File: config.mk
export PLATFORM = sky130hd
export DESIGN_NAME = ws2812_rx
export DESIGN_NICKNAME = d
export VERILOG_FILES = /design/src/rtl/ws2812_pkg.sv /design/src/rtl/sync_edge.sv /design/src/rtl/ws2812_rx.sv
export SDC_FILE = /design/constraint.sdc
export NUM_CORES = 1
export LEC_CHECK = 0
export BUFFER_PORTS_ARGS = -buffer_cell sky130_fd_sc_hd__buf_4
export CELL_PAD_IN_SITES_DETAIL_PLACEMENT = 1
export CELL_PAD_IN_SITES_GLOBAL_PLACEMENT = 2
export CORE_MARGIN = 2
export CORE_UTILIZATION = 43
export DETAILED_ROUTE_END_ITERATION = 12
export PLACE_DENSITY = 0.95
export SYNTH_ARGS = -nofsm -noshare
export SYNTH_HDL_FRONTEND = slang
export SYNTH_SLANG_ARGS = --single-unit
File: constraint.sdc
create_clock -name clk_sb -period 3.55 [get_ports clk_sb]
set_input_delay 0.71 -clock clk_sb [delete_from_list [all_inputs] [get_ports clk_sb]]
set_output_delay 0.71 -clock clk_sb [all_outputs]
set_load 0.02 [all_outputs]
File: src/rtl/ws2812_pkg.sv
// Shared WS2812 timing constants and decoder state encoding.
// Used by both the transmitter and the receiver so their timing stays consistent.
package ws2812_pkg;

  localparam int unsigned T0H  = 19;
  localparam int unsigned T1H  = 38;
  localparam int unsigned TBIT = 60;

  localparam int unsigned T_MIN_HIGH_DEF = 8;
  localparam int unsigned T_THRESH_DEF   = 29;
  localparam int unsigned T_MAX_HIGH_DEF = 60;
  localparam int unsigned T_RESET_DEF    = 2400;
  localparam int unsigned IDX_W_DEF      = 9;

  localparam int unsigned RGB_W = 24;

  typedef enum logic [1:0] {
    SYNC = 2'd0,
    LOW  = 2'd1,
    HIGH = 2'd2
  } rx_state_e;

endpackage

File: src/rtl/sync_edge.sv
// Two-flop synchronizer plus one history flop.
// Provides the synchronized level and single-cycle rise/fall strobes.
module sync_edge (
  input  logic clk,
  input  logic rst_n,
  input  logic d_i,
  output logic level_o,
  output logic rise_c,
  output logic fall_c
);

  logic meta_q;
  logic sync_q;
  logic prev_q;

  always_ff @(posedge clk or negedge rst_n) begin
    if (!rst_n) begin
      meta_q <= 1'b0;
      sync_q <= 1'b0;
      prev_q <= 1'b0;
    end else begin
      meta_q <= d_i;
      sync_q <= meta_q;
      prev_q <= sync_q;
    end
  end

  assign level_o = sync_q;
  assign rise_c  = sync_q & ~prev_q;
  assign fall_c  = ~sync_q & prev_q;

endmodule

File: src/rtl/ws2812_rx.sv
// WS2812 single-wire decoder: classifies high pulses by width, packs 24-bit
// words MSB first and reports the low-time latch that ends each frame.
module ws2812_rx
  import ws2812_pkg::*;
#(
  parameter int unsigned T_MIN_HIGH = T_MIN_HIGH_DEF,
  parameter int unsigned T_THRESH   = T_THRESH_DEF,
  parameter int unsigned T_MAX_HIGH = T_MAX_HIGH_DEF,
  parameter int unsigned T_RESET    = T_RESET_DEF,
  parameter int unsigned IDX_W      = IDX_W_DEF
) (
  input  logic             clk_sb,
  input  logic             reset_n,
  input  logic             din,
  output logic [RGB_W-1:0] rgb_data,
  output logic             rgb_valid,
  output logic [IDX_W-1:0] led_index,
  output logic             frame_done,
  output logic [IDX_W-1:0] frame_leds,
  output logic             err_timing,
  output logic             err_partial
);

  localparam int unsigned CNT_W = $clog2(T_RESET + 1);
  localparam int unsigned BIT_W = $clog2(RGB_W + 1);
  localparam logic [CNT_W-1:0] CNT_SAT = CNT_W'(T_RESET);

  logic line_lvl;
  logic rise_c;
  logic fall_c;

  sync_edge u_sync (
    .clk     (clk_sb),
    .rst_n   (reset_n),
    .d_i     (din),
    .level_o (line_lvl),
    .rise_c  (rise_c),
    .fall_c  (fall_c)
  );

  rx_state_e        state_q;
  logic [CNT_W-1:0] cnt_q;
  logic [CNT_W-1:0] cnt_d;
  logic [RGB_W-1:0] shift_q;
  logic [BIT_W-1:0] nbits_q;
  logic [IDX_W-1:0] idx_q;
  logic             word_q;

  logic [RGB_W-1:0] rgb_data_q;
  logic             rgb_valid_q;
  logic [IDX_W-1:0] led_index_q;
  logic             frame_done_q;
  logic [IDX_W-1:0] frame_leds_q;
  logic             err_timing_q;
  logic             err_partial_q;

  // cnt_q holds the cycles of the current level seen before this one
  always_comb begin
    cnt_d = cnt_q;
    if (rise_c || fall_c) begin
      cnt_d = CNT_W'(1);
    end else if (cnt_q != CNT_SAT) begin
      cnt_d = cnt_q + CNT_W'(1);
    end
  end

  always_ff @(posedge clk_sb or negedge reset_n) begin
    if (!reset_n) begin
      state_q       <= SYNC;
      cnt_q         <= '0;
      shift_q       <= '0;
      nbits_q       <= '0;
      idx_q         <= '0;
      word_q        <= 1'b0;
      rgb_data_q    <= '0;
      rgb_valid_q   <= 1'b0;
      led_index_q   <= '0;
      frame_done_q  <= 1'b0;
      frame_leds_q  <= '0;
      err_timing_q  <= 1'b0;
      err_partial_q <= 1'b0;
    end else begin
      cnt_q         <= cnt_d;
      word_q        <= 1'b0;
      rgb_valid_q   <= 1'b0;
      frame_done_q  <= 1'b0;
      err_timing_q  <= 1'b0;
      err_partial_q <= 1'b0;

      // Publish a completed word one cycle after its last bit
      if (word_q) begin
        rgb_data_q  <= shift_q;
        led_index_q <= idx_q;
        rgb_valid_q <= 1'b1;
        if (idx_q != '1) begin
          idx_q <= idx_q + IDX_W'(1);
        end
      end

      case (state_q)
        SYNC: begin
          // Join only after a full latch so bits stay word-aligned
          if (!line_lvl && cnt_q >= CNT_W'(T_RESET - 1)) begin
            state_q <= LOW;
            nbits_q <= '0;
            idx_q   <= '0;
          end
        end
        LOW: begin
          if (rise_c) begin
            state_q <= HIGH;
          end else if (cnt_q == CNT_W'(T_RESET - 1)) begin
            frame_done_q  <= 1'b1;
            frame_leds_q  <= idx_q;
            err_partial_q <= (nbits_q != '0);
            nbits_q       <= '0;
            idx_q         <= '0;
          end
        end
        HIGH: begin
          if (fall_c) begin
            if (cnt_q < CNT_W'(T_MIN_HIGH)) begin
              err_timing_q <= 1'b1;
              state_q      <= SYNC;
              nbits_q      <= '0;
            end else begin
              shift_q <= {shift_q[RGB_W-2:0], (cnt_q >= CNT_W'(T_THRESH))};
              state_q <= LOW;
              if (nbits_q == BIT_W'(RGB_W - 1)) begin
                nbits_q <= '0;
                word_q  <= 1'b1;
              end else begin
                nbits_q <= nbits_q + BIT_W'(1);
              end
            end
          end else if (cnt_q == CNT_W'(T_MAX_HIGH - 1)) begin
            err_timing_q <= 1'b1;
            state_q      <= SYNC;
            nbits_q      <= '0;
          end
        end
        default: state_q <= SYNC;
      endcase
    end
  end

  assign rgb_data    = rgb_data_q;
  assign rgb_valid   = rgb_valid_q;
  assign led_index   = led_index_q;
  assign frame_done  = frame_done_q;
  assign frame_leds  = frame_leds_q;
  assign err_timing  = err_timing_q;
  assign err_partial = err_partial_q;

endmodule

==> metrics.md <==
| Metric | Value |
|---|---|
| H-Tree Depth | `3` |
| Post-CTS resize count | `0` |
| DR DRC count | `0` |
| WS Path Type | `flip-flop to flip-flop` |
| Post-CTS Setup Bufs | `0` |
| Worst setup startpoint | `cnt_q[5]$_DFFE_PN0P_` |
| Fin crit period | `2.26 ns` |
| Final setup fails | `0` |
| Die Span X | `105 um` |
| Nets | `404` |
| Main combinational cell family by area after synthesis | `multiplexers` |
| Min-delay src | `u_sync.meta_q$_DFF_PN0_` |
| Synth Area in Adders | `2.58%` |
| Core area | `9820 sq um` |
| Final slew viol count | `0` |
| WP data required | `3.80 ns` |
| Hold_buf cts | `0` |
| Root Buffer | `clkbuf_8` |
| TritonCTS clock tree | `yes` |
| Max frequency | `443 MHz` |
| Setup total negative slack | `0 ns` |
| R2R Path Start | `cnt_q[5]$_DFFE_PN0P_` |
| Fillcell total | `1054` |
| Post-synth EDFFs | `0` |
| N_diodes | `0` |
| Setup WS post-layout | `1.29 ns` |
| Placer Congestion | `0.769` |
| First-pass GRT wire length | `15.9 mm` |
| Synth async-reset ratio | `100%` |
| Setup crit start kind | `flip-flop` |
| Count of clock tree sinks | `102` |
| Vias in the first global route | `3058` |
| First drt pass iteration count | `4` |
| Die ar. | `11000 sq um` |
| Compound-cell area share of the yosys netlist | `6.34%` |
| Worst hold margin | `0.363 ns` |
| Ys Warns | `0` |
| Worst-Margin Slew | `0.761 ns` |
| WL final | `9.53 mm` |
| Vias | `2879` |
| CP max-delay cell | `nor4_4` |
| Routed len/inst | `18.0 um` |
| Total GRT Usage | `18.7%` |
| Remaining Overflow, GRT | `0` |
| Detailed-route vias per instance | `5.43` |
| Critical Path Sink Type | `flip-flop` |
| Outcome | `completed` |
| DRT iter0 DRCs | `98` |
| Initial core utilization | `44.4%` |
| Bufs and invs on worst path | `0` |
| Synth Flop Type | `dfrtp_1` |
| Clock Latency Late Sink | `0.37 ns` |
| CP delay by family, top | `simple AND/OR/NAND/NOR gates` |
| Site Rows | `36` |
| Share of cells above drive strength 1 | `34.3%` |
| Clk slew on worst S/H paths | `0.10 ns` |
| CTS buffer count | `9` |
| Sequential element share of the synthesized area | `58.6%` |
| Simple-Gate Fraction of Synth Area | `11.1%` |
| Largest net degree at the start of global routing | `61` |
| Area grow syn2layout | `16.4%` |
| Clock skew | `0.0153 ns` |
| Hold crit path type | `flip-flop to flip-flop` |
| Clock tree buffer depth | `2` |
| CP max FO | `11` |
| Syn nets | `353` |
| Mux contribution to synthesized area | `17.2%` |
| CP arrival | `2.51 ns` |
| Post-route antenna net violation count | `0` |
| Number of maximum-capacitance violations | `0` |
| Crit-path max cell delay | `0.66 ns` |
| Final Hold Viols | `0` |
| Lkg Pwr | `0.00251 uW` |
| Pre-CTS setup slack | `1.27 ns` |
| HPWL Detailed | `6.64 mm` |
| Yosys cell types | `45` |
| Slew HR | `49.3%` |
| I/O Buffers | `48` |
| Mapped Area | `4360 sq um` |
| Die Ht | `105 um` |
| Initial antenna violation count | `0` |
| Pwr/cell area | `390 nW/um^2` |
| Synth Instances | `341` |
| Synth Area in XOR/XNOR | `1.81%` |
| Post-route clock period utilization | `63.5%` |
| Synthesized flop and latch total | `102` |
| Mapped Avg Cell Area | `12.8 sq um` |
| RSZ-0062 raised after global routing | `no` |
| Worst VDD drop | `232 uV` |
| Io pins | `49` |
| Critical Path, Cell by Cell | `or4_4 > nor4_4 > mux2_2` |
## kinds of logic after synthesis
family	after synthesis
compound gates	43
buf+inv	25
mux	67
flops	102
xor+xnor	9
simple gates	86
fa+ha+maj	9
## layout by cell type, fill, tap and decap left out, drive strengths merged, types with 2 or more instances in the layout
| cell type | netlist | routed |
|---|---|---|
| clkbuf | 7 | 10 |
| nor2 | 10 | 10 |
| and4 | 3 | 3 |
| xnor2 | 3 | 3 |
| nor3b | 2 | 2 |
| or3 | 4 | 4 |
| xor2 | 6 | 6 |
| nand2b | 3 | 3 |
| dfrtp | 102 | 102 |
| buf | 5 | 52 |
| inv | 13 | 17 |
| o21ai | 17 | 17 |
| mux2 | 64 | 64 |
| a41oi | 3 | 3 |
| nand4b | 2 | 2 |
| nor3 | 10 | 10 |
| mux2i | 3 | 3 |
| a21oi | 5 | 5 |
| nand3 | 12 | 12 |
| nand2 | 19 | 19 |
| and2 | 6 | 6 |
| ha | 9 | 9 |
| or4 | 3 | 3 |
| clkinv | 0 | 2 |
| o31ai | 3 | 3 |
| nor2b | 3 | 3 |
| nor4 | 4 | 4 |
| o22ai | 3 | 3 |
| a21boi | 4 | 4 |
## cells in the mapped netlist, drive strengths merged (2+ instances only)
library cell / n / share of area [%]
o21ai: 17 / 2.0
inv: 13 / 1.1
buf: 5 / 0.69
a41oi: 3 / 0.60
nor3: 10 / 1.1
nor2: 10 / 0.86
nor3b: 2 / 0.34
a21boi: 4 / 0.69
xnor2: 3 / 0.60
mux2i: 3 / 0.69
o22ai: 3 / 0.43
and4: 3 / 0.60
o31ai: 3 / 0.52
nor4: 4 / 0.92
or4: 3 / 0.60
ha: 9 / 2.6
nand2b: 3 / 0.43
mux2: 64 / 17
nor2b: 3 / 0.43
or3: 4 / 0.57
nand3: 12 / 1.4
a21oi: 5 / 0.57
nand2: 19 / 1.6
xor2: 6 / 1.2
and2: 6 / 0.86
dfrtp: 102 / 59
nand4b: 2 / 0.40
clkbuf: 7 / 0.60
## worst reg2reg max path, stage by stage (launching register included)
cell	delay, ns
dfrtp_1	0.50
or4_4	0.58
nor4_4	0.66
mux2_2	0.41
## per-stage QoR
stage          std cells  power (uW)  utilization [%]  instance area (sq um)
2_1_floorplan        341        1240                -                   4360
3_3_place_gp         514        1280             49.7                   4880
3_5_place_dp         514        1280             49.7                   4880
4_1_cts              530        2010             51.7                   5070
5_1_grt              530        2060             51.7                   5070
6_report             530        1980             51.7                   5070
## power breakdown
group	total, uW	switching (uW)	internal [uW]
Combinational	75.3	53.0	22.3
Sequential	1180	13.6	1170
Clock	720	429	292
Total	1980	495	1480
## flip-flops by register name (all words and copies together), names as in the netlist
name	count
u_sync.prev_q	1
frame_leds	9
u_sync.level_o	1
shift_q	24
err_timing	1
rgb_valid	1
frame_done	1
state_q	2
idx_q	9
cnt_q	12
nbits_q	5
err_partial	1
led_index	9
word_q	1
u_sync.meta_q	1
rgb_data	24
## path summary, 6_finish.rpt
path	depth (start not counted)	to	slack, ns
worst min-delay path	0	u_sync.level_o$_DFF_PN0_	0.36
worst max-delay path	3	frame_leds[0]$_DFFE_PN0P_	1.29
worst max register to register	3	frame_leds[0]$_DFFE_PN0P_	1.29
min in group asynchronous	1	frame_leds[0]$_DFFE_PN0P_	0.40
worst min register to register	0	u_sync.level_o$_DFF_PN0_	0.36
max in group asynchronous	2	rgb_data[10]$_DFFE_PN0P_	2.36
## per-layer routing
metal	GRT usage, %	wire [um]	vias to the layer above
met5	0	0	-
met4	5.71	108	0
met3	3.99	244	5
met2	34.4	5230	39
met1	21.8	3950	1517
li1	-	-	1318
## area by class of cell
| cell class | count | area [sq um] | share of cell area (%) |
|---|---|---|---|
| Multi-Input combinational cell | 214 | 1720 | 33.9 |
| Tap cell | 133 | 166 | 3.28 |
| Clock inverter | 6 | 60.1 | 1.18 |
| Clock buffer | 10 | 138 | 2.71 |
| Inverter | 13 | 48.8 | 0.962 |
| Timing Repair Buffer | 52 | 390 | 7.69 |
| Sequential cell | 102 | 2550 | 50.3 |
No activity file was read; power rests on OpenSTA's default activity.
